[config.mk]
export PLATFORM = sky130hd
export DESIGN_NAME = mem_interface_unit
export DESIGN_NICKNAME = d
export VERILOG_FILES = /design/src/rtl/mem_interface_unit.sv
export SDC_FILE = /design/constraint.sdc
export NUM_CORES = 1
export LEC_CHECK = 0
export ABC_AREA = 1
export ABC_CLOCK_PERIOD_IN_PS = 1700
export BUFFER_PORTS_ARGS = -buffer_cell sky130_fd_sc_hd__buf_4
export CAP_MARGIN = 20
export CORE_ASPECT_RATIO = 1.5
export CORE_MARGIN = 8
export CORE_UTILIZATION = 44
export DETAILED_ROUTE_END_ITERATION = 6
export GPL_ROUTABILITY_DRIVEN = 0
export PLACE_DENSITY = 0.79
export SYNTH_ARGS = -nofsm -noshare
export SYNTH_HDL_FRONTEND = slang
export SYNTH_SLANG_ARGS = --single-unit
[constraint.sdc]
create_clock -name clk -period 1.7 [get_ports clk]
set_clock_uncertainty 0.15 [all_clocks]
set_input_delay 0.255 -clock clk [delete_from_list [all_inputs] [get_ports clk]]
set_output_delay 0.255 -clock clk [all_outputs]
set_load 0.005 [all_outputs]
[src/rtl/mem_interface_unit.sv]
// Memory interface stage: holds the MAR and runs a req/ack handshake with the word-addressed RAM.
// Optional MEM_TIMEOUT_EN adds a REQ watchdog, an ERR state and a sticky mem_err flag.
module mem_interface_unit #(
  parameter int ADDR_W  = 9,
  parameter int DATA_W  = 32,
  parameter int TIMEOUT = 255
) (
  input  logic              clk,
  input  logic              clr,
  input  logic [DATA_W-1:0] bus_contents,
  input  logic              MARin,
  input  logic [DATA_W-1:0] MDR_data_out,
  input  logic              Read,
  input  logic              Write,
  output logic              mem_req,
  output logic              mem_we,
  output logic [ADDR_W-1:0] mem_addr,
  output logic [DATA_W-1:0] mem_wdata,
  input  logic [DATA_W-1:0] mem_rdata,
  input  logic              mem_ack,
  output logic [DATA_W-1:0] MDatain,
  output logic              mem_done,
  output logic              busy,
  output logic              mem_err
);

  // state | meaning
  // IDLE  | waiting for Read/Write; only state with busy=0
  // REQ   | mem_req held with frozen address/data until mem_ack
  // DONE  | one-cycle completion pulse on mem_done
  // ERR   | (MEM_TIMEOUT_EN) REQ timed out; pulse mem_done, set mem_err
`ifdef MEM_TIMEOUT_EN
  typedef enum logic [1:0] {S_IDLE, S_REQ, S_DONE, S_ERR} state_t;
`else
  typedef enum logic [1:0] {S_IDLE, S_REQ, S_DONE} state_t;
`endif

  state_t              state_q, state_d;
  logic [ADDR_W-1:0]   mar_q, mar_d;
  logic [ADDR_W-1:0]   addr_q, addr_d;
  logic [DATA_W-1:0]   wdata_q, wdata_d;
  logic                we_q, we_d;
  logic                req_q, req_d;
  logic [DATA_W-1:0]   mdatain_q, mdatain_d;
  logic                start_req;

`ifdef MEM_TIMEOUT_EN
  localparam logic [8:0] TIMEOUT_LIM = 9'(TIMEOUT);
  logic [7:0]          cnt_q, cnt_d;
  logic                err_q, err_d;
  logic                cnt_hit;
  logic                unused_bits;

  assign unused_bits = ^bus_contents[DATA_W-1:ADDR_W];
  // widened so the compare cannot wrap when TIMEOUT is 255
  assign cnt_hit = ({1'b0, cnt_q} + 9'd1) >= TIMEOUT_LIM;
`else
  logic                unused_bits;

  assign unused_bits = ^{bus_contents[DATA_W-1:ADDR_W], 8'(TIMEOUT)};
`endif

  assign start_req = Read | Write;

  always_comb begin
    state_d   = state_q;
    mar_d     = MARin ? bus_contents[ADDR_W-1:0] : mar_q;
    addr_d    = addr_q;
    wdata_d   = wdata_q;
    we_d      = we_q;
    req_d     = req_q;
    mdatain_d = mdatain_q;
`ifdef MEM_TIMEOUT_EN
    cnt_d     = cnt_q;
    err_d     = err_q;
`endif

    case (state_q)
      S_IDLE: begin
        if (start_req) begin
          state_d = S_REQ;
          req_d   = 1'b1;
          // a simultaneous Read wins; the Write is dropped
          we_d    = ~Read;
          addr_d  = mar_q;
          if (!Read) begin
            wdata_d = MDR_data_out;
          end
`ifdef MEM_TIMEOUT_EN
          cnt_d = 8'd0;
          err_d = 1'b0;
`endif
        end
      end

      S_REQ: begin
        if (mem_ack) begin
          state_d = S_DONE;
          req_d   = 1'b0;
          we_d    = 1'b0;
          if (!we_q) begin
            mdatain_d = mem_rdata;
          end
        end
`ifdef MEM_TIMEOUT_EN
        else if (cnt_hit) begin
          state_d = S_ERR;
          req_d   = 1'b0;
          we_d    = 1'b0;
          err_d   = 1'b1;
          cnt_d   = cnt_q + 8'd1;
        end else begin
          cnt_d = cnt_q + 8'd1;
        end
`endif
      end

      S_DONE: begin
        state_d = S_IDLE;
      end

`ifdef MEM_TIMEOUT_EN
      S_ERR: begin
        state_d = S_IDLE;
      end
`endif

      default: begin
        state_d = S_IDLE;
        req_d   = 1'b0;
        we_d    = 1'b0;
      end
    endcase
  end

  always_ff @(posedge clk or negedge clr) begin
    if (!clr) begin
      state_q   <= S_IDLE;
      mar_q     <= '0;
      addr_q    <= '0;
      wdata_q   <= '0;
      we_q      <= 1'b0;
      req_q     <= 1'b0;
      mdatain_q <= '0;
    end else begin
      state_q   <= state_d;
      mar_q     <= mar_d;
      addr_q    <= addr_d;
      wdata_q   <= wdata_d;
      we_q      <= we_d;
      req_q     <= req_d;
      mdatain_q <= mdatain_d;
    end
  end

`ifdef MEM_TIMEOUT_EN
  always_ff @(posedge clk or negedge clr) begin
    if (!clr) begin
      cnt_q <= 8'd0;
      err_q <= 1'b0;
    end else begin
      cnt_q <= cnt_d;
      err_q <= err_d;
    end
  end

  assign mem_err  = err_q;
  assign mem_done = (state_q == S_DONE) || (state_q == S_ERR);
`else
  assign mem_err  = 1'b0;
  assign mem_done = (state_q == S_DONE);
`endif

  assign busy      = (state_q != S_IDLE);
  assign mem_req   = req_q;
  assign mem_we    = we_q;
  assign mem_addr  = addr_q;
  assign mem_wdata = wdata_q;
  assign MDatain   = mdatain_q;

endmodule

# Yosys cells after proc, flatten, opt, wreduce, memory -nomap -nowiden
# Cells that the tools add are included.
dict set report word_totals {
  regBits 86
  latchBits 0
  mem_bits_rw 0
  mem_bits_ro 0
  in_bits 102
  output_inout_bits 78
  elab_cells 30
  n_memories 0
}
dict set report classes {
  n_addsub 0
  multipliers 0
  div_mod_pow 0
  n_lt_le_gt_ge 0
  eq_ne 4
  shifts 0
  muxes 8
  bitwise 4
  n_reduce_logical 7
}
# operator count
set op_table {}
lappend op_table {{$reduce_and A3 Y1} 3}
lappend op_table {{$pmux W1 S3} 2}
lappend op_table {{$mux W2} 2}
lappend op_table {{$ne A2 B2 Y1 const B} 2}
lappend op_table {{$pmux W2 S2} 1}
lappend op_table {{$reduce_and A2 Y1} 2}
lappend op_table {{$mux W1} 3}
lappend op_table {{$not A1 Y1} 3}
lappend op_table {{$eq A2 B1 Y1 const B} 1}
lappend op_table {{$eq A2 B2 Y1 const B} 1}
lappend op_table {{$logic_not A2 Y1} 1}
lappend op_table {{$reduce_bool A2 Y1} 1}
lappend op_table {{$or A1 B1 Y1} 1}

# Depth between registers and ports, before layout
# Gate-level depths: netlist of run 1.
dict set report depth {
  depth_word 3
  depth_mapped 6
  ltp_nobuf 5
}

# Worst setup path after synthesis of run 1
# OpenSTA, ideal clock, no wires.
dict set report synth_timing {
  path_kind {register to register}
  start {register we_q, in the netlist mem_we}
  end {register mdatain_q[23], in the netlist MDatain[23]}
  setup_time_ns 0.126
  t_arrival_ns 0.950
  required_ns 1.424
  path_slack_ns 0.474
  path_stages_with_launch 6
  n_path_buf 1
  synth_period_minus_slack_ns 1.226
  path_cell_list {dfrtp_1 > nor2_1 > nand3_2 > buf_2 > nand2_1 > o21ai_0}
}
dict set report synth_between {
  elab_chain_len 2
}
# element line
set synth_rtl {}
lappend synth_rtl {{from (decl)} 42} ;# logic we_q, we_d;
lappend synth_rtl {{from (signal assigned)} 150} ;# we_q <= we_d;
lappend synth_rtl {{$not A1 Y1 (no line)} --}
lappend synth_rtl {{$reduce_and A3 Y1 (no line)} --}
lappend synth_rtl {{to (signal assigned)} 152} ;# mdatain_q <= mdatain_d;
lappend synth_rtl {{to (decl)} 44} ;# logic [DATA_W-1:0] mdatain_q, mdatain_d;
# No other way between the ends.
# A chain may end at the register's enable or synchronous reset.

# Worst setup path in the final report of run 1
dict set report layout_timing {
  start {register state_q[0]}
  end {output busy}
}
dict set report layout_between {
  elab_chain_len 1
}
# element line
set layout_rtl {}
lappend layout_rtl {{from (decl)} 38} ;# state_t state_q, state_d;
lappend layout_rtl {{from (signal assigned)} 146} ;# state_q <= state_d;
lappend layout_rtl {{$reduce_bool A2 Y1} 174} ;# assign busy = (state_q != S_IDLE);
lappend layout_rtl {{to (decl)} 23} ;# output logic busy,
# No other way between the ends.

==> reports/metrics.cfg, run 1 <==
[finish]
drive_above_1_share=0.311
final_cell_count_no_fill=664
fin_nets=659
syn2layout_area_growth_pct=58.6
diodes=0

[drt]
first_pass_iters=6
wirelength_um=9430
via_per_inst=4.52
drtAntennaViolNets=0
wl_per_cell_um=14.2
drc=0
route.vias.total=3003
drt_iter0_drc=106

[worst_setup_path]
crit_arrival_ps=1150
required_ps=1290
worstSetupEndpointType=output pin
path_class=register to output pin
cp-start-kind=register
cp_max_fo=4

[global_route]
grt_pass1_vias=3244
grt_pass1_wl_um=15200
track_usage=0.184
overflow=0
grt_max_degree=87
antenna_found_initial=0

[power_and_ir_drop]
irDropWorstVdd_mv=0.908
p_per_area_nw_per_um2=1600
leakagePower_uw=0.00292

[cts]
clock_latency_ps=320
cts.clk_slew.worst_paths_ps=60
cts.repair.resized=0
cts_buffers=9
htreeDepth=3
max-clock-path-buffers=2
cts-root-buf=clkbuf_16
tritoncts=done
cts_num_sinks=86

[die]
die_h_um=122
chipWidth_um=86.9
dieArea_um2=10600
coreArea_um2=7470
initial_core_util=0.445
rows=39
num_io_pins=180

[placed_design]
dp_hpwl_um=6610
port_buffers=155
placed_cells=607

[timing]
setup-tns-final_ps=0
max_freq_ghz=0.642
finalMaxSlewViolations=0
layout_min_cycle_time_ps=1560
finalCritPeriodShare=0.916
finalHoldViolCount=0
rsz0062_at_grt=no
finalSetupViolations=0
holdWs_ps=15.5

[status]
run_status=finished clean

[yosys]
synthCells=363
synth_area_um2=3320
ys_seq_elements=86
avgSynthCellArea_um2=9.14
synthDistinctLibCells=17
seq_area_frac_synth=0.648
syn-num-nets=465
ys_warn_count=0

[run]
drv_cap=0

[worst_hold_path]
hp-class=input port to register

-- where the power goes --
part | internal (µW) | switching (µW) | total (µW)
clock | 1110 | 698 | 1810
sequential | 2950 | 519 | 3470
combinational | 1700 | 1440 | 3130
total | 5760 | 2650 | 8410
-- metal layers --
metal	track usage	share of wire
met5	0	0
met1	0.189	0.37
met2	0.323	0.53
met3	0.0442	0.055
met4	0.126	0.045
-- timing repair --
item / CTS / global route
hold buffers: 41 / 0
endpoints found under the setup margin: 0 / 0
buffers inserted: 0 / 0
endpoints found under the hold margin: 126 / 0
-- cell type report --
cell class	instances	area, µm²
Inverter	47	176
Clock buffer	16	282
Timing Repair Buffer	200	1630
Fill cell	588	2200
Multi-Input combinational cell	213	897
Tap cell	102	128
Sequential cell	86	2150
-- worst max-delay path, cell delays in order (launching register included) --
cell and delay, ps:
dfrtp_1 440, nor2_4 200, inv_1 60, buf_4 140
-- cells by family (layout without fill, tap and decap cells) --
family	count (synthesis)	after routing	share of synthesized area
AND/OR/NAND/NOR	161	161	0.192
flip-flops	86	86	0.648
buffers and inverters	64	263	0.0814
AO/OA/AOI/OAI	51	51	0.0769
other	1	1	0.00113
-- through the flow --
step           total power (µW)  setup WS [ps]   util  cell area, µm²
6_report                   8410            142  0.705            5260
2_1_floorplan              4610            474      -            3320
5_1_grt                    9040           54.2  0.705            5260
4_1_cts                    8490            120  0.705            5260
3_3_place_gp               6420            255  0.612            4570
3_5_place_dp               6580            151  0.612            4570
-- layout by cell type (no fill, tap or decap) --
cell / n
nand2_1: 153
nand3_2: 1
nor3_1: 1
nand3b_4: 1
nor2_4: 1
nor2_1: 2
o21ai_1: 21
dfrtp_1: 86
dlygate4sd3_1: 41
nand3_1: 2
clkbuf_16: 9
clkbuf_1: 4
clkbuf_8: 3
inv_1: 46
inv_2: 1
buf_4: 157
buf_12: 2
o21ai_0: 30
conb_1: 1
-- synthesized netlist by cell type, drive strengths merged --
library cell	count	area (µm²)
clkbuf	2	8.75
conb	1	3.75
o21ai	51	255
buf	15	85.1
nand3	3	20.0
dfrtp	86	2150
nor2	3	18.8
inv	47	176
nand3b	1	20.0
nor3	1	5.00
nand2	153	574
-- worst paths after layout --
path	slack [ps]	start	end	cells past startpoint
max	140	state_q[0]	busy	3
min	20	bus_contents[2]	mar_q[2]	3
max reg2reg	140	state_q[0]	mem_wdata[7]	5
min reg2reg	330	mem_wdata[19]	mem_wdata[19]	2
max in group asynchronous	690	clr	MDatain[17]	3
min in group asynchronous	340	clr	mem_wdata[19]	3
-- registers in the layout (all words and copies together) (netlist names) --
register	cells
mem_addr	9
mem_req	1
mem_we	1
state_q	2
mar_q	9
MDatain	32
mem_wdata	32
Note: power is estimated with default switching activity, not from simulation.
==> run 2, diff against run 1 <==
PLACE_DENSITY = 0.89   (was 0.79)
==> reports/metrics.cfg, run 2 (synthesis gave the netlist of run 1 again) <==
[worst_setup_path]
r2r-end=mem_wdata[12]  ; was mem_wdata[7]
worstSetupEndpointType=output pin  ; unchanged
cp_max_fo=4  ; unchanged
cp-start-kind=register  ; unchanged
r2r_start=state_q[0]  ; unchanged
required_ps=1290  ; about the same
crit_arrival_ps=1150  ; about the same
path_class=register to output pin  ; unchanged
rrSetupSlack_ps=210  ; was 140 ps
rr_worst_depth=6  ; was 5

[drt]
drt_iter0_drc=131  ; was 106
route.vias.total=3074  ; was 3,003
first_pass_iters=4  ; was 6
wirelength_um=10300  ; was 9430 µm
drtAntennaViolNets=0  ; unchanged
drc=0  ; unchanged
via_per_inst=4.62  ; was 4.52
wl_per_cell_um=15.5  ; was 14.2 µm

[worst_hold_path]
worstHoldStart=bus_contents[8]  ; was bus_contents[2]
hp-class=input port to register  ; unchanged
whs_path_depth=3  ; unchanged
hold_end=mar_q[8]  ; was mar_q[2]

[power_and_ir_drop]
p_per_area_nw_per_um2=1650  ; was 1600 nW/µm²
swShare=0.315  ; about the same
clockPowerShare=0.234  ; was 0.215
leakagePower_uw=0.00295  ; was 0.00292 µW
irDropWorstVdd_mv=0.919  ; was 0.908 mV
p_sw_uw=2760  ; was 2650 µW
internal_power_uw=5980  ; was 5760 µW
pwr-share-seq=0.401  ; was 0.413
p_comb_frac=0.364  ; was 0.372

[finish]
drive_above_1_share=0.317  ; was 0.311
syn2layout_area_growth_pct=60.0  ; was 58.6%
design_area_um2=5310  ; was 5260 µm²
fin_nets=659  ; unchanged
multiInputGateArea_um2=897  ; unchanged
fillCellCount=532  ; was 588
layout_commonest_cell=buf_4  ; unchanged
final_cell_mix=buf_4 (157), nand2_1 (153), dfrtp_1 (86)  ; unchanged
seq_area_um2=2150  ; unchanged

[global_route]
antenna_found_initial=0  ; unchanged
grt_pass1_wl_um=16300  ; was 15,200 µm
overflow=0  ; unchanged
track_usage=0.198  ; was 0.184
grt_pass1_vias=3231  ; was 3,244
grt_max_degree=87  ; unchanged

[timing]
finalHoldViolCount=0  ; unchanged
finalMaxSlewViolations=0  ; unchanged
finalCritPeriodShare=0.912  ; was 0.916
max_freq_ghz=0.645  ; was 0.642 GHz
finalSetupViolations=0  ; unchanged
layout_min_cycle_time_ps=1550  ; was 1560 ps
setup-tns-final_ps=0  ; unchanged
rsz0062_at_grt=no  ; unchanged

[die]
coreArea_um2=7470  ; unchanged
rows=39  ; unchanged
die_h_um=122  ; unchanged
dieArea_um2=10600  ; unchanged
num_io_pins=180  ; unchanged
initial_core_util=0.445  ; unchanged
chipWidth_um=86.9  ; unchanged

[placed_design]
dpl_cell_area_um2=4590  ; was 4570 µm²
port_buffers=155  ; unchanged
dp_hpwl_um=6620  ; was 6610 µm

[cts]
tritoncts=done  ; unchanged
postCtsSetupBuffers=0  ; unchanged
cts_num_sinks=86  ; unchanged
cts-root-buf=clkbuf_16  ; unchanged
htreeDepth=3  ; unchanged
cts.clk_slew.worst_paths_ps=60  ; about the same
max-clock-path-buffers=2  ; unchanged
clock_latency_ps=320  ; about the same
cts_buffers=9  ; unchanged

[run]
drv_cap=0  ; unchanged

[status]
run_status=finished clean  ; unchanged

==> run 2: what timing repair did <==
item | CTS | global route
hold endpoints to repair | 125 | 0
hold buffers | 40 | 0
resized for setup | 0 | 0
==> run 2: area by class of cell <==
| type | count | share of cell area |
|---|---|---|
| antenna | 1 | 0.000471 |
| clock inverter | 4 | 0.0132 |
| clock buffer | 12 | 0.0464 |
| inverter | 47 | 0.0332 |
| sequential | 86 | 0.405 |
| multi-input combinational | 213 | 0.169 |
| tap | 102 | 0.0240 |
| timing repair buffer | 200 | 0.309 |
==> run 2: how the worst max path moves through the flow <==
| stage | start | endpoint | depth (start not counted) |
|---|---|---|---|
| final | state_q[0] | busy | 3 |
| after global placement | state_q[0] | mem_wdata[10] | 6 |
| after global routing | state_q[0] | busy | 3 |
| after detailed placement | state_q[0] | mem_wdata[14] | 6 |
| after CTS | state_q[0] | busy | 3 |
| after floorplan | mem_we | MDatain[23] | 5 |
==> run 2: stage by stage <==
stage	utilization	cells	hold WS [ps]	setup WS [ps]	power, µW
after global routing	0.711	664	16.4	83.8	9320
after global placement	0.615	608	163	348	6410
final	0.711	665	15.6	149	8740
after CTS	0.711	664	3.02	132	8730
after detailed placement	0.615	608	173	297	6580
after floorplan	-	363	-191	474	4610
==> run 2: power by group through the flow <==
stage	logic, µW	registers, µW	clock network [µW]
floorplan	1090	3520	0
global placement	2970	3450	0
detailed placement	3090	3490	0
CTS	3170	3470	2090
global route	3540	3600	2190
finish	3190	3510	2050
==> run 2: layer usage <==
| layer | up-vias | wire length, µm | GRT usage |
|---|---|---|---|
| met3 | 8 | 816 | 0.0617 |
| met4 | 0 | 129 | 0.0812 |
| met2 | 125 | 5670 | 0.359 |
| met1 | 1463 | 3680 | 0.205 |
| li1 | 1478 | - | - |
| met5 | - | 0 | 0 |
==> run 2: worst max-delay path, stage by stage, from the launching register on <==
cell	delay [ps]
dfrtp_1	440
nor2_4	190
inv_1	60
buf_4	130
